<file path="config.mk">
export PLATFORM = sky130hd
export DESIGN_NAME = vga_rx_decoder
export DESIGN_NICKNAME = d
export VERILOG_FILES = /design/src/rtl/vga_rx_decoder.sv
export SDC_FILE = /design/constraint.sdc
export NUM_CORES = 1
export LEC_CHECK = 0
export ABC_AREA = 1
export CAP_MARGIN = 25
export CORE_UTILIZATION = 46
export CTS_CLUSTER_SIZE = 40
export DETAILED_ROUTE_END_ITERATION = 7
export GPL_TIMING_DRIVEN = 0
export PLACE_DENSITY = 0.76
export SLEW_MARGIN = 25
export SYNTH_ARGS = -nofsm -noshare
export SYNTH_HDL_FRONTEND = slang
export SYNTH_SLANG_ARGS = --single-unit
</file>
<file path="constraint.sdc">
create_clock -name clk_vga -period 2.6 [get_ports clk_vga]
set_input_delay 0.52 -clock clk_vga [delete_from_list [all_inputs] [get_ports clk_vga]]
set_output_delay 0.52 -clock clk_vga [all_outputs]
set_load 0.02 [all_outputs]
</file>
<file path="src/rtl/vga_rx_decoder.sv">
// rtl/vga_rx_decoder.sv - recovers coordinates, data-enable and lock state from an incoming VGA sync/pixel stream
// Define VGA_RX_CRC_EN to add a per-frame CRC-16-CCITT over all displayed pixels.
`ifndef COLOR_RGB_DEPTH
`define COLOR_RGB_DEPTH 24
`endif
`ifndef H_DISP_LEN
`define H_DISP_LEN 11
`endif
`ifndef V_DISP_LEN
`define V_DISP_LEN 10
`endif

module vga_rx_decoder #(
  parameter int H_SYNC   = 128,
  parameter int H_BACK   = 88,
  parameter int H_DISP   = 800,
  parameter int H_TOTAL  = 1056,
  parameter int V_SYNC   = 4,
  parameter int V_BACK   = 23,
  parameter int V_DISP   = 600,
  parameter int V_TOTAL  = 628,
  parameter int SYNC_POL = 1
) (
  input  logic                        clk_vga,
  input  logic                        rst,
  input  logic                        h_sync_i,
  input  logic                        v_sync_i,
  input  logic [`COLOR_RGB_DEPTH-1:0] rgb_i,
  output logic [`H_DISP_LEN-1:0]      x_addr_o,
  output logic [`V_DISP_LEN-1:0]      y_addr_o,
  output logic                        de_o,
  output logic [`COLOR_RGB_DEPTH-1:0] rgb_o,
  output logic                        locked_o,
  output logic                        frame_start_o,
  output logic                        line_err_o,
  output logic                        frame_err_o,
  output logic [15:0]                 frame_crc_o,
  output logic                        crc_valid_o
);

  localparam int RGB_W = `COLOR_RGB_DEPTH;
  localparam int XW    = `H_DISP_LEN;
  localparam int YW    = `V_DISP_LEN;

  localparam logic        POL    = 1'(SYNC_POL);
  localparam logic [11:0] H_ACT0 = 12'(H_SYNC + H_BACK);
  localparam logic [11:0] H_ACT1 = 12'(H_SYNC + H_BACK + H_DISP);
  localparam logic [11:0] H_TOT  = 12'(H_TOTAL);
  localparam logic [10:0] V_ACT0 = 11'(V_SYNC + V_BACK);
  localparam logic [10:0] V_ACT1 = 11'(V_SYNC + V_BACK + V_DISP);
  localparam logic [10:0] V_TOT  = 11'(V_TOTAL);

  typedef enum logic [1:0] {UNLOCK, ACQ, LOCKED} lock_state_t;

  logic             s1_h, s1_v, s1_h_q, s1_v_q;
  logic [RGB_W-1:0] s1_rgb;
  logic             h_edge, v_edge;
  logic [10:0]      hcnt, hcnt_nxt;
  logic [9:0]       vcnt, vcnt_nxt;
  logic             h_seen, v_seen, err_seen;
  logic             h_err, v_err;
  lock_state_t      state, state_nxt;
  logic             lock_d, de_d, fs_d;
  logic [XW-1:0]    x_d;
  logic [YW-1:0]    y_d;
  logic [RGB_W-1:0] rgb_d;

  always_ff @(posedge clk_vga) begin
    if (rst) begin
      s1_h   <= 1'b0;
      s1_v   <= 1'b0;
      s1_h_q <= 1'b0;
      s1_v_q <= 1'b0;
      s1_rgb <= '0;
    end else begin
      s1_h   <= h_sync_i;
      s1_v   <= v_sync_i;
      s1_h_q <= s1_h;
      s1_v_q <= s1_v;
      s1_rgb <= rgb_i;
    end
  end

  // hcnt_nxt/vcnt_nxt are the coordinates of the pixel currently held in stage 1.
  always_comb begin
    h_edge   = (s1_h == POL) && (s1_h_q != POL);
    v_edge   = (s1_v == POL) && (s1_v_q != POL);
    hcnt_nxt = h_edge ? 11'd0 : ((hcnt == 11'h7FF) ? hcnt : hcnt + 11'd1);
    if (v_edge)
      vcnt_nxt = 10'd0;
    else if (h_edge && vcnt != 10'h3FF)
      vcnt_nxt = vcnt + 10'd1;
    else
      vcnt_nxt = vcnt;
    h_err = h_edge && h_seen && (({1'b0, hcnt} + 12'd1) != H_TOT);
    v_err = v_edge && v_seen && (({1'b0, vcnt} + 11'd1) != V_TOT);
  end

  always_ff @(posedge clk_vga) begin
    if (rst) begin
      hcnt     <= '0;
      vcnt     <= '0;
      h_seen   <= 1'b0;
      v_seen   <= 1'b0;
      err_seen <= 1'b0;
    end else begin
      hcnt   <= hcnt_nxt;
      vcnt   <= vcnt_nxt;
      h_seen <= h_seen | h_edge;
      v_seen <= v_seen | v_edge;
      if (v_edge)
        err_seen <= 1'b0;
      else if (h_err)
        err_seen <= 1'b1;
    end
  end

  always_ff @(posedge clk_vga) begin
    if (rst)
      state <= UNLOCK;
    else
      state <= state_nxt;
  end

  // A clean frame is one v period with no bad line, including the line closed by the v edge itself.
  always_comb begin
    state_nxt = state;
    case (state)
      UNLOCK: if (v_edge) state_nxt = ACQ;
      ACQ:    if (v_edge && !v_err && !h_err && !err_seen) state_nxt = LOCKED;
      LOCKED: if (h_err || v_err) state_nxt = UNLOCK;
      default: state_nxt = UNLOCK;
    endcase
  end

  always_comb begin
    lock_d = (state_nxt == LOCKED);
    de_d   = lock_d
             && ({1'b0, hcnt_nxt} >= H_ACT0) && ({1'b0, hcnt_nxt} < H_ACT1)
             && ({1'b0, vcnt_nxt} >= V_ACT0) && ({1'b0, vcnt_nxt} < V_ACT1);
    x_d    = de_d ? XW'(hcnt_nxt - H_ACT0[10:0]) : '0;
    y_d    = de_d ? YW'(vcnt_nxt - V_ACT0[9:0]) : '0;
    rgb_d  = de_d ? s1_rgb : '0;
    fs_d   = de_d && (hcnt_nxt == H_ACT0[10:0]) && (vcnt_nxt == V_ACT0[9:0]);
  end

  always_ff @(posedge clk_vga) begin
    if (rst) begin
      locked_o      <= 1'b0;
      de_o          <= 1'b0;
      x_addr_o      <= '0;
      y_addr_o      <= '0;
      rgb_o         <= '0;
      frame_start_o <= 1'b0;
      line_err_o    <= 1'b0;
      frame_err_o   <= 1'b0;
    end else begin
      locked_o      <= lock_d;
      de_o          <= de_d;
      x_addr_o      <= x_d;
      y_addr_o      <= y_d;
      rgb_o         <= rgb_d;
      frame_start_o <= fs_d;
      line_err_o    <= h_err;
      frame_err_o   <= v_err;
    end
  end

`ifdef VGA_RX_CRC_EN
  logic [15:0] crc_acc, crc_cur;

  function automatic logic [15:0] crc_step(input logic [15:0] c, input logic [RGB_W-1:0] d);
    logic [15:0] r;
    r = c;
    for (int i = RGB_W - 1; i >= 0; i--)
      r = {r[14:0], 1'b0} ^ ((r[15] ^ d[i]) ? 16'h1021 : 16'h0000);
    return r;
  endfunction

  // Accumulate from the registered outputs so the CRC covers exactly what downstream sees.
  always_comb crc_cur = de_o ? crc_step(crc_acc, rgb_o) : crc_acc;

  always_ff @(posedge clk_vga) begin
    if (rst) begin
      crc_acc     <= 16'hFFFF;
      frame_crc_o <= '0;
      crc_valid_o <= 1'b0;
    end else begin
      crc_valid_o <= 1'b0;
      if (v_edge) begin
        crc_acc <= 16'hFFFF;
        if (state == LOCKED) begin
          frame_crc_o <= crc_cur;
          crc_valid_o <= 1'b1;
        end
      end else begin
        crc_acc <= crc_cur;
      end
    end
  end
`else
  assign frame_crc_o = '0;
  assign crc_valid_o = 1'b0;
`endif

endmodule

</file>
==> results.toml <==
[synth]
netlist_top_cells_area = "dfxtp_1 (46%), inv_1 (8.4%), nor2_1 (8.3%), nand2_1 (7.2%), nor2_4 (5.8%)"
synth_edf_count = 0
yosys.area_share.simple_pct = 32.5
muxShareOfSynthArea_pct = 0
synth_top_area_cell = "dfxtp_1"
syn_area_per_cell_um2 = 7.84
ys_seq_area_share_pct = 46.3
yosys-top-cells-count = "dfxtp_1 (104), inv_1 (101), nor2_1 (99), nand2_1 (86), nand3_1 (27)"
synth_top_family_by_area = "simple AND/OR/NAND/NOR gates"
synth_top_area_share_pct = 46.3
post_synth_xor_area_fraction_pct = 2.34
synth_fa_ha_area_share_pct = 1.11
postSynth.asyncResetShare_pct = 0
yosysMostFrequentCell = "dfxtp_1"
ys_seq_elements = 104
synthesis.area_um2 = 4500
synth_cell_types = 33
netlist_instances = 574
synth-compound-area-share_pct = 3.81
yosys_warnings = 0
synthFlopType = "dfxtp_1"

[timing]
relSlewSlack_pct = 56.5
period_minus_slack_ns = 2.50
max_freq_mhz = 400
setup_viol = 0
fin_ws_ns = 0.0991
hold_viol = 0
drv_slew = 0
tightest_slew_ns = 0.653
timing.final.crit_share_pct = 96.2
finalClockSkew_ns = 0.0208

[clock_tree]
cts_tree = "done"
clk-insertion-delay-late_ns = 0.37
cts_inserted_buffers = 9
clk_pin_slew_ns = 0.11
clock_path_buffers = 2
htreeDepth = 3
cts.root.buffer_cell = "clkbuf_8"
cts_hold_buffers = 0
cts.sinks = 104

[placement]
port_buffers = 77
gp_congestion = 0.882
dp_slack_ns = -0.319
place_hpwl_um = 6930

[floorplanning]
die_x_um = 101
core_area_um2 = 9370
die_y_um = 101
die_area_um2 = 10200
start_util_pct = 48.0
rows = 35
pin_count = 95

[critical_path]
arrival_ns = 2.77
cpMostUsedCell = "nand2_1"
critPathMaxFanout = 5
reg2reg_from = "vcnt[0]$_SDFF_PP0_"
r2r_end = "rgb_o[10]$_SDFF_PP0_"
slowest_delay_ns = 0.37
worst-r2r-cell-count = 19
endpoint_kind = "flop"
timing.reg2reg.setup_slack_ns = 0.1
crit_slowest_cell = "dfxtp_4"
cp.required_ns = 2.87
path_class = "flop to flop"
crit_chain = "ha_4, nand2_1, nor2_4, nand3_4, nand2_4, inv_2, nand2_1, nand2_1, nor2_4, ha_4, inv_1, nand2_2, nor2_1, o21ai_1, nand2_1, nand3_2, buf_8, bufbuf_16, nor2_4"
worstSetupStartpointType = "flop"

[hold_path]
worstHoldStart = "s1_rgb[1]$_SDFF_PP0_"
hold_path_class = "flop to flop"
whs_path_depth = 2
hold_end = "rgb_o[1]$_SDFF_PP0_"

[routing]
via_per_inst = 4.58
drt_iter0_drc = 250
dr.pass1.iters = 7
antenna_left = 0
wirelength_um = 9730
drc_errors = 0
routedWlPerCell_um = 11.6
vias = 3826

[run]
maxCapViolCount = 0

[pwr]
power.leakage_nw = 2.71
power_mw = 3.04
power-per-cell-area_nw_per_um2 = 500
peakVddDrop_uv = 334

[cells_and_area]
fillers = 785
nets = 733
layout-drive-gt1-share_pct = 20.5
multi_input_area_um2 = 2000
insertedDiodeCount = 0
syn_to_final_growth_pct = 35.3
regArea_um2 = 2100

[grt]
overflow = 0
grt_pass1_vias = 3475
grt_pass1_wl_um = 15300
grt_usage_pct = 19.2
grt_max_degree = 19
antenna_found_initial = 0

[outcome]
outcome = "finished clean"
## per-stage QoR
stage	hold WS (ns)	utilization, %	instance area [µm²]	TNS (ns)	std cells
CTS	0.410	63.2	5920	0	825
global placement	0.395	58.6	5490	-8.90	796
finish	0.407	65.0	6090	0	835
detailed placement	0.399	58.6	5490	-11.20	796
global route	0.431	65.0	6090	-0.111	835
floorplan	0.394	-	4560	0	590
## layout by cell type (no fill, tap or decap), types with 2 or more instances in the layout
cell type and instances:
nand3b_1 2, inv_2 3, clkbuf_1 6, xor2_1 9, clkbuf_8 10, nor2_4 25
buf_12 4, nand2_1 83, dfxtp_4 4, conb_1 17, nor2_1 92, buf_4 39
o21ai_1 5, inv_1 101, nand4_1 10, nand2_2 8, nor2_2 20, nand3_1 26
a21oi_1 12, ha_4 4, nand3_4 4, dfxtp_1 99, clkdlybuf4s50_1 77, o21bai_1 2
nand3_2 4, clkinv_4 2, nand2_4 2, nor3_1 7, xnor2_1 3, buf_2 2
o21ai_0 8
## cell families after synthesis
logic type | Yosys count
other cells | 1
simple gates | 286
xor+xnor | 12
fa+ha+maj | 4
flops | 104
compound gates | 32
buf+inv | 135
## state kept, by name, summed over array words and instances, names as in the netlist, 2 cells and up
signal,cells
hcnt,11
rgb_o,24
s1_rgb,24
state,2
vcnt,10
x_addr_o,11
y_addr_o,10
## critical path: cells and delay by family (launching register included)
kind                     cells  cell delay [ns]
AO/OA/AOI/OAI                1             0.14
adder cells (fa/ha/maj)      2             0.30
buffers and inverters        4             0.53
flip-flops                   1             0.37
AND/OR/NAND/NOR             12             1.07
## layer usage
metal | part of all wire [%] | GRT usage (%) | up-vias
met2 | 47 | 32.8 | 171
met1 | 43 | 23.1 | 1684
met5 | 0 | 0 | -
met4 | 2.3 | 8.81 | 0
li1 | - | - | 1947
met3 | 7.0 | 4.44 | 24
## timing repair
action,in CTS,in global routing
endpoints found under the hold margin,0,0
pin swaps,5,13
gates resized for setup,23,20
setup buffers,12,10
gates cloned,1,0
setup endpoints to repair,47,47
## how the worst max path moves through the flow
stage	slack [ns]	start	end	cells after the start
2_1_floorplan	0.11	vcnt[0]$_SDFF_PP0_	x_addr_o[1]$_SDFF_PP0_	19
3_3_place_gp	-0.29	hcnt[0]$_SDFF_PP0_	y_addr_o[8]$_SDFF_PP0_	16
3_5_place_dp	-0.32	hcnt[0]$_SDFF_PP0_	y_addr_o[8]$_SDFF_PP0_	16
4_1_cts	0.005	vcnt[0]$_SDFF_PP0_	rgb_o[17]$_SDFF_PP0_	19
5_1_grt	-0.03	vcnt[0]$_SDFF_PP0_	rgb_o[17]$_SDFF_PP0_	17
6_report	0.1	vcnt[0]$_SDFF_PP0_	rgb_o[10]$_SDFF_PP0_	19
## final cells by class
cell class	count	share of cell area [%]
clock inverter	6	1.23
buffer	30	3.99
timing repair buffer	100	16.1
inverter	105	6.47
sequential	104	34.5
tap	129	2.65
multi-input combinational	351	32.8
clock buffer	10	2.26
## power breakdown
group / switching [mW] / internal (mW)
clock network: 0.563 / 0.485
logic: 0.203 / 0.142
registers: 0.0192 / 1.63
Note: power is estimated with default switching activity, not from simulation.
